$ cat config.mk
export PLATFORM = sky130hd
export DESIGN_NAME = reg_bank_ctrl_flat
export DESIGN_NICKNAME = d
export VERILOG_FILES = /design/src/rtl/reg_bank_ctrl_if.sv /design/src/rtl/reg_bank_ctrl.sv /design/src/flat_wrapper.sv
export SDC_FILE = /design/constraint.sdc
export NUM_CORES = 1
export LEC_CHECK = 0
export ABC_AREA = 1
export CAP_MARGIN = 25
export CORE_MARGIN = 4
export CORE_UTILIZATION = 45
export CTS_CLUSTER_SIZE = 16
export DETAILED_ROUTE_END_ITERATION = 12
export PLACE_DENSITY = 0.77
export SETUP_SLACK_MARGIN = 0.3
export SLEW_MARGIN = 20
export SYNTH_ARGS = -nofsm -noshare
export SYNTH_HDL_FRONTEND = slang
export SYNTH_SLANG_ARGS = --single-unit
$ cat constraint.sdc
create_clock -name i_clk -period 5.15 [get_ports i_clk]
set_input_delay 1.2875 -clock i_clk [delete_from_list [all_inputs] [get_ports i_clk]]
set_output_delay 1.2875 -clock i_clk [all_outputs]
set_load 0.01 [all_outputs]
$ cat src/rtl/reg_bank_ctrl_if.sv
// Write and read-back bus of reg_bank_ctrl.
// Signal directions are named from the register bank's point of view.
interface reg_bank_ctrl_if #(
    parameter int DW = 8,
    parameter int AW = 3,
    parameter int LW = 4
);
    logic          i_wr_vld;
    logic          o_wr_rdy;
    logic          i_wr_bank;
    logic [AW-1:0] i_wr_addr;
    logic [LW-1:0] i_wr_len;
    logic [DW-1:0] i_wr_data;
    logic          o_wr_err;
    logic          i_rd_vld;
    logic          i_rd_bank;
    logic [AW-1:0] i_rd_addr;
    logic          o_rd_vld;
    logic [DW-1:0] o_rd_data;
    logic          o_rd_err;

    modport slave (
        input  i_wr_vld, i_wr_bank, i_wr_addr, i_wr_len, i_wr_data,
        input  i_rd_vld, i_rd_bank, i_rd_addr,
        output o_wr_rdy, o_wr_err, o_rd_vld, o_rd_data, o_rd_err
    );

    modport master (
        output i_wr_vld, i_wr_bank, i_wr_addr, i_wr_len, i_wr_data,
        output i_rd_vld, i_rd_bank, i_rd_addr,
        input  o_wr_rdy, o_wr_err, o_rd_vld, o_rd_data, o_rd_err
    );
endinterface

$ cat src/rtl/reg_bank_ctrl.sv
// Two parametrised register banks with burst write port, read-back and snapshot.
// Optional per-register parity checking: define REG_BANK_CTRL_PARITY_EN.
module reg_bank_ctrl #(
    parameter int DW    = 8,
    parameter int NUM_A = 5,
    parameter int NUM_B = 3,
    parameter int NCH   = 3,
    parameter int LW    = 4,
    localparam int NMAX = (NUM_A > NUM_B) ? NUM_A : NUM_B,
    localparam int AW   = (NMAX > 1) ? $clog2(NMAX) : 1
) (
    input  logic                          i_clk,
    input  logic                          i_rst_n,
    input  logic                          i_lock,
    reg_bank_ctrl_if.slave                bus,
    input  logic                          i_cap_en,
    input  logic [0:NCH-1][DW-1:0]        i_sig_c,
    output logic [0:NCH-1][DW-1:0]        o_sig_g,
`ifdef REG_BANK_CTRL_PARITY_EN
    output logic                          o_par_err,
`endif
    output logic [0:NUM_A-1][DW-1:0]      o_reg_a,
    output logic [0:NUM_B-1][DW-1:0]      o_reg_b
);

    localparam logic [0:0] IDLE  = 1'b0;
    localparam logic [0:0] BURST = 1'b1;

    logic [0:0]    state_q;
    logic          bank_q;
    logic          oor_q;
    logic [AW-1:0] addr_q;
    logic [LW-1:0] cnt_q;
    logic          rdy_q;
    logic          wr_err_q;
    logic          rd_vld_q;
    logic          rd_err_q;
    logic [DW-1:0] rd_data_q;

    logic          idle;
    logic          accept;
    logic          cur_bank;
    logic [AW-1:0] cur_addr;
    logic [AW-1:0] nxt_addr;
    logic          in_range;
    logic          wr_en;
    int            lim;
    logic          rd_in_range;
    logic [DW-1:0] rd_mux;

    // In BURST the beat's own bank/address fields are ignored.
    always_comb begin
        idle     = (state_q == IDLE);
        accept   = bus.i_wr_vld && rdy_q;
        cur_bank = idle ? bus.i_wr_bank : bank_q;
        cur_addr = idle ? bus.i_wr_addr : addr_q;
        lim      = cur_bank ? NUM_B : NUM_A;
        in_range = 32'(cur_addr) < lim;
        wr_en    = accept && (idle ? in_range : !oor_q);
        nxt_addr = (32'(cur_addr) >= lim - 1) ? '0 : cur_addr + AW'(1);
    end

    always_comb begin
        rd_in_range = bus.i_rd_bank ? (32'(bus.i_rd_addr) < NUM_B)
                                    : (32'(bus.i_rd_addr) < NUM_A);
        rd_mux = '0;
        for (int i = 0; i < NUM_A; i++)
            if (!bus.i_rd_bank && 32'(bus.i_rd_addr) == i)
                rd_mux = o_reg_a[i];
        for (int i = 0; i < NUM_B; i++)
            if (bus.i_rd_bank && 32'(bus.i_rd_addr) == i)
                rd_mux = o_reg_b[i];
    end

    always_ff @(posedge i_clk or negedge i_rst_n) begin
        if (!i_rst_n) begin
            state_q  <= IDLE;
            bank_q   <= 1'b0;
            oor_q    <= 1'b0;
            addr_q   <= '0;
            cnt_q    <= '0;
            rdy_q    <= 1'b0;
            wr_err_q <= 1'b0;
        end else begin
            rdy_q    <= !i_lock;
            wr_err_q <= accept && idle && !in_range;
            if (accept) begin
                addr_q <= nxt_addr;
                unique case (1'b1)
                    idle: begin
                        bank_q <= bus.i_wr_bank;
                        oor_q  <= !in_range;
                        cnt_q  <= bus.i_wr_len;
                        if (bus.i_wr_len != '0)
                            state_q <= BURST;
                    end
                    default: begin
                        cnt_q <= cnt_q - LW'(1);
                        if (cnt_q == LW'(1))
                            state_q <= IDLE;
                    end
                endcase
            end
        end
    end

    always_ff @(posedge i_clk or negedge i_rst_n) begin
        if (!i_rst_n) begin
            o_reg_a <= '0;
            o_reg_b <= '0;
        end else if (wr_en) begin
            for (int i = 0; i < NUM_A; i++)
                if (!cur_bank && 32'(cur_addr) == i)
                    o_reg_a[i] <= bus.i_wr_data;
            for (int i = 0; i < NUM_B; i++)
                if (cur_bank && 32'(cur_addr) == i)
                    o_reg_b[i] <= bus.i_wr_data;
        end
    end

    // Read samples pre-edge bank contents, so a same-cycle write is not seen.
    always_ff @(posedge i_clk or negedge i_rst_n) begin
        if (!i_rst_n) begin
            rd_vld_q  <= 1'b0;
            rd_err_q  <= 1'b0;
            rd_data_q <= '0;
            o_sig_g   <= '0;
        end else begin
            rd_vld_q <= bus.i_rd_vld;
            rd_err_q <= bus.i_rd_vld && !rd_in_range;
            if (bus.i_rd_vld)
                rd_data_q <= rd_mux;
            if (i_cap_en)
                o_sig_g <= i_sig_c;
        end
    end

`ifdef REG_BANK_CTRL_PARITY_EN
    logic [NUM_A-1:0] par_a;
    logic [NUM_B-1:0] par_b;
    logic             par_bad;

    always_comb begin
        par_bad = 1'b0;
        for (int i = 0; i < NUM_A; i++)
            if (!bus.i_rd_bank && 32'(bus.i_rd_addr) == i)
                par_bad = (^o_reg_a[i]) != par_a[i];
        for (int i = 0; i < NUM_B; i++)
            if (bus.i_rd_bank && 32'(bus.i_rd_addr) == i)
                par_bad = (^o_reg_b[i]) != par_b[i];
    end

    always_ff @(posedge i_clk or negedge i_rst_n) begin
        if (!i_rst_n) begin
            par_a     <= '0;
            par_b     <= '0;
            o_par_err <= 1'b0;
        end else begin
            if (wr_en) begin
                for (int i = 0; i < NUM_A; i++)
                    if (!cur_bank && 32'(cur_addr) == i)
                        par_a[i] <= ^bus.i_wr_data;
                for (int i = 0; i < NUM_B; i++)
                    if (cur_bank && 32'(cur_addr) == i)
                        par_b[i] <= ^bus.i_wr_data;
            end
            if (bus.i_rd_vld && rd_in_range && par_bad)
                o_par_err <= 1'b1;
        end
    end
`endif

    assign bus.o_wr_rdy  = rdy_q;
    assign bus.o_wr_err  = wr_err_q;
    assign bus.o_rd_vld  = rd_vld_q;
    assign bus.o_rd_err  = rd_err_q;
    assign bus.o_rd_data = rd_data_q;

endmodule

$ cat src/flat_wrapper.sv
// flat-port wrapper written by rule: the top's interface ports become plain ports
module reg_bank_ctrl_flat 
#(
    parameter int DW    = 8,
    parameter int NUM_A = 5,
    parameter int NUM_B = 3,
    parameter int NCH   = 3,
    parameter int LW    = 4,
    localparam int NMAX = (NUM_A > NUM_B) ? NUM_A : NUM_B,
    localparam int AW   = (NMAX > 1) ? $clog2(NMAX) : 1
)
  (i_clk, i_rst_n, i_lock, i_cap_en, i_sig_c, o_sig_g, o_reg_a, o_reg_b, bus_i_wr_vld, bus_i_wr_bank, bus_i_wr_addr, bus_i_wr_len, bus_i_wr_data, bus_i_rd_vld, bus_i_rd_bank, bus_i_rd_addr, bus_o_wr_rdy, bus_o_wr_err, bus_o_rd_vld, bus_o_rd_data, bus_o_rd_err);
  reg_bank_ctrl_if #(.DW(DW), .AW((3)), .LW(LW)) bus_i ();
  input  logic i_clk;
  input  logic i_rst_n;
  input  logic i_lock;
  input  logic i_cap_en;
  input  logic [0:NCH-1][DW-1:0] i_sig_c;
  output logic [0:NCH-1][DW-1:0] o_sig_g;
  output logic [0:NUM_A-1][DW-1:0] o_reg_a;
  output logic [0:NUM_B-1][DW-1:0] o_reg_b;
  input wire logic [$bits(bus_i.i_wr_vld)-1:0] bus_i_wr_vld;
  input wire logic [$bits(bus_i.i_wr_bank)-1:0] bus_i_wr_bank;
  input wire logic [$bits(bus_i.i_wr_addr)-1:0] bus_i_wr_addr;
  input wire logic [$bits(bus_i.i_wr_len)-1:0] bus_i_wr_len;
  input wire logic [$bits(bus_i.i_wr_data)-1:0] bus_i_wr_data;
  input wire logic [$bits(bus_i.i_rd_vld)-1:0] bus_i_rd_vld;
  input wire logic [$bits(bus_i.i_rd_bank)-1:0] bus_i_rd_bank;
  input wire logic [$bits(bus_i.i_rd_addr)-1:0] bus_i_rd_addr;
  output wire logic [$bits(bus_i.o_wr_rdy)-1:0] bus_o_wr_rdy;
  output wire logic [$bits(bus_i.o_wr_err)-1:0] bus_o_wr_err;
  output wire logic [$bits(bus_i.o_rd_vld)-1:0] bus_o_rd_vld;
  output wire logic [$bits(bus_i.o_rd_data)-1:0] bus_o_rd_data;
  output wire logic [$bits(bus_i.o_rd_err)-1:0] bus_o_rd_err;
  assign bus_i.i_wr_vld = bus_i_wr_vld;
  assign bus_i.i_wr_bank = bus_i_wr_bank;
  assign bus_i.i_wr_addr = bus_i_wr_addr;
  assign bus_i.i_wr_len = bus_i_wr_len;
  assign bus_i.i_wr_data = bus_i_wr_data;
  assign bus_i.i_rd_vld = bus_i_rd_vld;
  assign bus_i.i_rd_bank = bus_i_rd_bank;
  assign bus_i.i_rd_addr = bus_i_rd_addr;
  assign bus_o_wr_rdy = bus_i.o_wr_rdy;
  assign bus_o_wr_err = bus_i.o_wr_err;
  assign bus_o_rd_vld = bus_i.o_rd_vld;
  assign bus_o_rd_data = bus_i.o_rd_data;
  assign bus_o_rd_err = bus_i.o_rd_err;
  reg_bank_ctrl #(.DW(DW), .NUM_A(NUM_A), .NUM_B(NUM_B), .NCH(NCH), .LW(LW)) u_core (.i_clk(i_clk), .i_rst_n(i_rst_n), .i_lock(i_lock), .bus(bus_i), .i_cap_en(i_cap_en), .i_sig_c(i_sig_c), .o_sig_g(o_sig_g), .o_reg_a(o_reg_a), .o_reg_b(o_reg_b));
endmodule
Word-level counts from Yosys, hierarchy flattened
Index checks and enable logic that the tools add are counted.
- register bits: 110
- latch bits: 0
- bits in writable memories: 0
- ROM bits: 0
- input port bits: 50
- output and inout port bits: 100
- word-level logic and storage cells: 95
- memories kept: 0
- $add $sub $neg: 3
- multipliers: 0
- div/mod/pow operators: 0
- $lt $le $gt $ge: 4
- equal/unequal tests: 9
- shifts and indexed selects: 0
- muxes and demuxes: 18
- bitwise gates (word level): 1
- reduce and logical (&&, ||, !) cells: 39
- operators with widths (operator ; number):
    $mux 8 ; 8
    $ge 3x32->1 ; 1
    $lt 3x32->1 ; 1
    $sub 32x1->32 const B ; 1
    $logic_and 1x1->1 ; 21
    $reduce_and 2->1 ; 9
    $eq 3x2->1 const B ; 4
    $mux 3 ; 3
    $eq 3x1->1 const B ; 2
    $eq 3x3->1 const B ; 2
    $logic_not 1->1 ; 6
    $logic_not 3->1 ; 2
    $mux 1 ; 6
    $eq 4x1->1 const B ; 1
    $mux 4 ; 1
    $reduce_bool 4->1 ; 1
    $sub 4x1->4 const B ; 1
    $add 3x1->3 const B ; 1
    $lt 3x2->1 const B ; 1
    $lt 3x3->1 const B ; 1
    $not 1->1 ; 1

Longest topological paths before layout
- word-level depth: 10
- mapped depth: 14
- gate-level depth less buffers: 13

Least setup slack after synthesis
No wires, ideal clock.
- path type: input to register
- from: input port bus_i_wr_addr[1]
- to: register u_core.o_reg_b[15] (netlist name)
- library setup time: 130 ps
- data arrival time: 2825 ps
- data required time: 5020 ps
- slack: 2195 ps
- stages on the path: 12
- buffers on the path: 1
- cell sequence: o21ai_0 > inv_1 > ha_1 > inv_1 > o21bai_1 > nand2_1 > nand2_1 > nand2_4 > nand3_2 > buf_2 > nand2_1 > o21ai_0
- cells in the longest elaborated chain, start to end: 5
- elaborated cells between the ends (all ways): 7
- classes of those cells: order compare (1); eq/ne (1); mux (2); reduce/logical (3)
- RTL lines (what ; line ; source):
    start: declaration ; flat_wrapper.sv:24 ; input wire logic [$bits(bus_i.i_wr_addr)-1:0] bus_i_wr_addr;
    $mux 3 * ; reg_bank_ctrl.sv:56 ; cur_addr = idle ? bus.i_wr_addr : addr_q;
    $lt 3x32->1 ; reg_bank_ctrl.sv:58 ; in_range = 32'(cur_addr) < lim;
    $mux 1 ; reg_bank_ctrl.sv:59 ; wr_en = accept && (idle ? in_range : !oor_q);
    $logic_and 1x1->1 ; reg_bank_ctrl.sv:59 ;
    $reduce_and 2->1 (no source line) * ; -- ;
    end signal: indexed assignment ; reg_bank_ctrl.sv:117 ; o_reg_b[i] <= bus.i_wr_data;
    end: declaration ; reg_bank_ctrl.sv:23 ; output logic [0:NUM_B-1][DW-1:0] o_reg_b
Every way passes the cells marked *; elsewhere a longest branch is shown, timed or not.
A chain may end at the register's enable or synchronous reset.

Worst setup path in the final report
- from: input port bus_i_wr_addr[1]
- to: register u_core.o_reg_a[27] (netlist name)
- cells in the longest elaborated chain, start to end: 5
- elaborated cells between the ends (all ways): 7
- classes of those cells: order compare (1); eq/ne (1); mux (2); reduce/logical (3)
- RTL lines (what ; line ; source):
    $mux 3 * ; reg_bank_ctrl.sv:56 ;
    $lt 3x32->1 ; reg_bank_ctrl.sv:58 ;
    $mux 1 ; reg_bank_ctrl.sv:59 ;
    $logic_and 1x1->1 ; reg_bank_ctrl.sv:59 ;
    $reduce_and 2->1 (no source line) * ; -- ;
    end signal: indexed assignment ; reg_bank_ctrl.sv:114 ; o_reg_a[i] <= bus.i_wr_data;
    end: declaration ; reg_bank_ctrl.sv:22 ; output logic [0:NUM_A-1][DW-1:0] o_reg_a,
Marked as above.

==> flow_results.org <==
** Outcome
- Run status :: finished clean

** Detailed routing
- Drt first pass iters :: 5
- The detailed router placed 4452 vias in this run.
- Routed wire length per instance :: 16.50 um
- Wires add up to 13790 um.
- Starting DRC count in detailed routing :: 312
- The count of nets left with antenna violations once routing finished came out at 0.
- Detailed-route DRC error count :: 0
- Dividing the detail-routed via count by the number of cells gives 5.325.

** Finish
- Synth-to-layout area growth :: 37.68%
- Final-layout fill cell count :: 932
- Leaving out fill and tap cells, the most frequent cell in the layout is sky130_fd_sc_hd__nand2_1.
- At the end of the flow, the number of nets in the layout was 752.
- In the layout the commonest cells are sky130_fd_sc_hd__nand2_1, sky130_fd_sc_hd__clkdlybuf4s50_1, sky130_fd_sc_hd__dfrtp_1.
- Fraction of layout instances using a drive strength above 1 :: 0.1006
- Post-route core utilization :: 0.6367
- Number of inserted diodes :: 0
- Cell area after layout :: 6963 um^2

** Worst setup path
- Largest fanout on the critical path :: 16
- For flop-to-flop paths, the worst setup slack is 2.07 ns.
- Data arrival, critical path :: 3.56 ns
- Startpoint-to-endpoint class of the critical path :: primary input to register
- At the worst endpoint, the required time is 5.38 ns.
- Setup crit end kind :: register
- The worst setup path is launched from a primary input.

** STA
- Number of failing setup endpoints in the final timing report :: 0
- Rel. slew slack :: 0.5767
- Smallest hold slack :: 0.4801 ns
- For the final database, setup skew stands at 0.007206 ns.
- Ratio of final minimum period to clock period :: 0.6478
- Crit path time final :: 3.336 ns
- Worst slew pin tran :: 0.6331 ns
- The final hold violation count is 0.
- Unrepaired setup endpoints after global routing :: false
- The max-slew violation total from the final report is 0.
- In the final timing run, aggregate negative setup slack is 0 ns.
- For this run, the top clock speed supported by timing is 299.7 MHz.

** Synthesis
- Net Count, Synth :: 606
- Number of storage elements in the synthesis netlist :: 110
- Of all flip-flops after synthesis, the portion carrying an async set or reset was 1.000.
- Primary flip-flop cell chosen by synthesis mapping :: sky130_fd_sc_hd__dfrtp_1
- Dividing the synthesized area by the synthesized cell count gives 9.263 um^2.
- Netlist area before placement :: 5057 um^2
- Synthesis produced 546 cells.
- Of the synthesized area, sequential elements account for 0.5443.
- During synthesis, Yosys emitted a total of 0 warnings.
- Count of cell types in the netlist :: 32
- Post-synth EDFFs :: 0

** Die
- Die height :: 114.0 um
- Horiz. Die Dim :: 114.0 um
- Std cell rows :: 38
- The floorplan step defined a die boundary enclosing 13000 um^2.
- The core region is 10940 um^2.
- 150 I/O pins were placed.
- Starting Density :: 0.4625

** Clocking
- Root buffer cell :: sky130_fd_sc_hd__clkbuf_16
- Worst-skew pair later-pin latency :: 0.35 ns
- The clock tree synthesis step divided the H-tree into 3 levels.
- In this run, post-CTS hold repair placed 0 buffers.
- Count of cells resized by post-cts repair :: 0
- The clock passes through at most 2 buffers.
- Clock slew at reported path FFs :: 0.07 ns
- TritonCTS built the clock tree.
- In this run the post-CTS setup repair buffer count came out at 0.
- CTS sink count :: 110
- TritonCTS created 9 clock buffers.

** GRT
- The first global-routing pass estimated 22610 um of wire.
- Across every metal layer, demand over resource in global routing totals 0.2173.
- Initial antenna violation count :: 0
- Entering global routing, the biggest net connects 78 pins.
- Gr ovfl total :: 0
- Vias in the first global route :: 4447

** Run
- Count of maximum capacitance violations :: 0

** Placed design
- Detailed placement finished with a half-perimeter wire length of 10250 um.
- RD Place Congestion :: 0.8574
- Number of input and output port buffers inserted :: 149
- Once placement finished, the instance area stood at 6624 um^2.

** Pwr
- Areal power density over the cells :: 507.4 nW/um^2
- Peak VDD IR :: 0.2578 mV
- Total power consumption of the routed design :: 3.533 mW
- For this design the static power due to leakage is 3.158 nW.

** Min path
- Min-delay worst type :: register to register
==> cell usage after synthesis, types with 3 or more instances <==
library cell	instances	area [um^2]
sky130_fd_sc_hd__nand2_1	149	559.3
sky130_fd_sc_hd__dfrtp_1	110	2753
sky130_fd_sc_hd__inv_1	49	183.9
sky130_fd_sc_hd__o21ai_0	45	225.2
sky130_fd_sc_hd__o21ai_1	37	185.2
sky130_fd_sc_hd__nor2_1	30	112.6
sky130_fd_sc_hd__mux2_2	24	270.3
sky130_fd_sc_hd__nand4_1	24	150.1
sky130_fd_sc_hd__nand3_1	13	65.06
sky130_fd_sc_hd__ha_1	10	125.1
sky130_fd_sc_hd__clkbuf_1	9	33.78
sky130_fd_sc_hd__nand3_2	7	70.07
sky130_fd_sc_hd__o21ai_2	6	52.55
sky130_fd_sc_hd__buf_6	5	56.30
sky130_fd_sc_hd__a21oi_1	4	20.02
sky130_fd_sc_hd__nor2_2	4	25.02
sky130_fd_sc_hd__buf_2	3	15.01
==> worst paths after layout <==
| check | startpoint | to | cells past startpoint |
|---|---|---|---|
| setup reg to reg | u_core.state_q$_DFFE_PN0P_ | u_core.o_reg_a[27]$_DFFE_PN0P_ | 13 |
| hold / removal | u_core.bus.o_rd_data[3]$_DFFE_PN0P_ | u_core.bus.o_rd_data[3]$_DFFE_PN0P_ | 2 |
| setup / recovery | bus_i_wr_addr[1] | u_core.o_reg_a[27]$_DFFE_PN0P_ | 12 |
| min in group asynchronous | i_rst_n | u_core.o_sig_g[16]$_DFFE_PN0P_ | 1 |
| hold reg to reg | u_core.bus.o_rd_data[3]$_DFFE_PN0P_ | u_core.bus.o_rd_data[3]$_DFFE_PN0P_ | 2 |
| max in group asynchronous | i_rst_n | u_core.o_reg_a[10]$_DFFE_PN0P_ | 2 |
==> layer usage <==
| metal | global-route usage | wire length [um] |
|---|---|---|
| met5 | 0 | 0 |
| met4 | 0.05938 | 229 |
| met3 | 0.07692 | 1341 |
| met2 | 0.3466 | 6391 |
| met1 | 0.2828 | 5828 |
==> state kept, by name (all words and copies together), names as in the netlist <==
register	count
u_core.bus.o_rd_err	1
u_core.oor_q	1
u_core.o_reg_a	40
u_core.addr_q	3
u_core.bus.o_wr_rdy	1
u_core.state_q	1
u_core.o_reg_b	24
u_core.bus.o_wr_err	1
u_core.cnt_q	4
u_core.o_sig_g	24
u_core.bus.o_rd_vld	1
u_core.bank_q	1
u_core.bus.o_rd_data	8
==> power breakdown <==
group	internal, mW	leakage (nW)	total (mW)	switching [mW]
registers	1.15	1.39	1.42	0.271
clock network	0.385	0.147	0.712	0.327
logic	0.710	1.62	1.40	0.692
total	2.24	3.16	3.53	1.29
==> metrics by stage <==
step	setup WS (ns)	cells
3_3_place_gp	1.595	819
2_1_floorplan	2.195	546
5_1_grt	1.639	836
6_report	1.814	836
3_5_place_dp	1.475	819
4_1_cts	1.838	834
==> worst max-delay path: stages <==
cell and delay (ns):
sky130_fd_sc_hd__clkdlybuf4s50_1 0.39, sky130_fd_sc_hd__o21ai_0 0.39, sky130_fd_sc_hd__inv_1 0.17, sky130_fd_sc_hd__ha_1 0.30, sky130_fd_sc_hd__inv_1 0.07, sky130_fd_sc_hd__o21bai_1 0.08, sky130_fd_sc_hd__nand2_1 0.06, sky130_fd_sc_hd__nand2_1 0.07
sky130_fd_sc_hd__nand2_4 0.16, sky130_fd_sc_hd__nand3_2 0.32, sky130_fd_sc_hd__nand2_1 0.18, sky130_fd_sc_hd__o21ai_2 0.06
==> final cells by class <==
class / instances / area (um^2) / area share
sequential: 110 / 2753 / 0.3953
inverter: 52 / 197.7 / 0.02839
timing repair buffer: 152 / 1528 / 0.2194
clock buffer: 9 / 225.2 / 0.03235
multi-input combinational: 367 / 2002 / 0.2875
clock inverter: 6 / 82.58 / 0.01186
tap: 140 / 175.2 / 0.02516
==> cell families (layout without fill, tap and decap cells) <==
logic type,Yosys count,after routing,synth area share
buffers and inverters,69,219,0.05987
AO/OA/AOI/OAI,99,99,0.1096
XOR/XNOR,1,1,0.001732
multiplexers,24,24,0.05344
adder cells (fa/ha/maj),10,10,0.02474
flip-flops,110,110,0.5443
AND/OR/NAND/NOR,233,233,0.2063
Power figures use the tool's default switching activity.
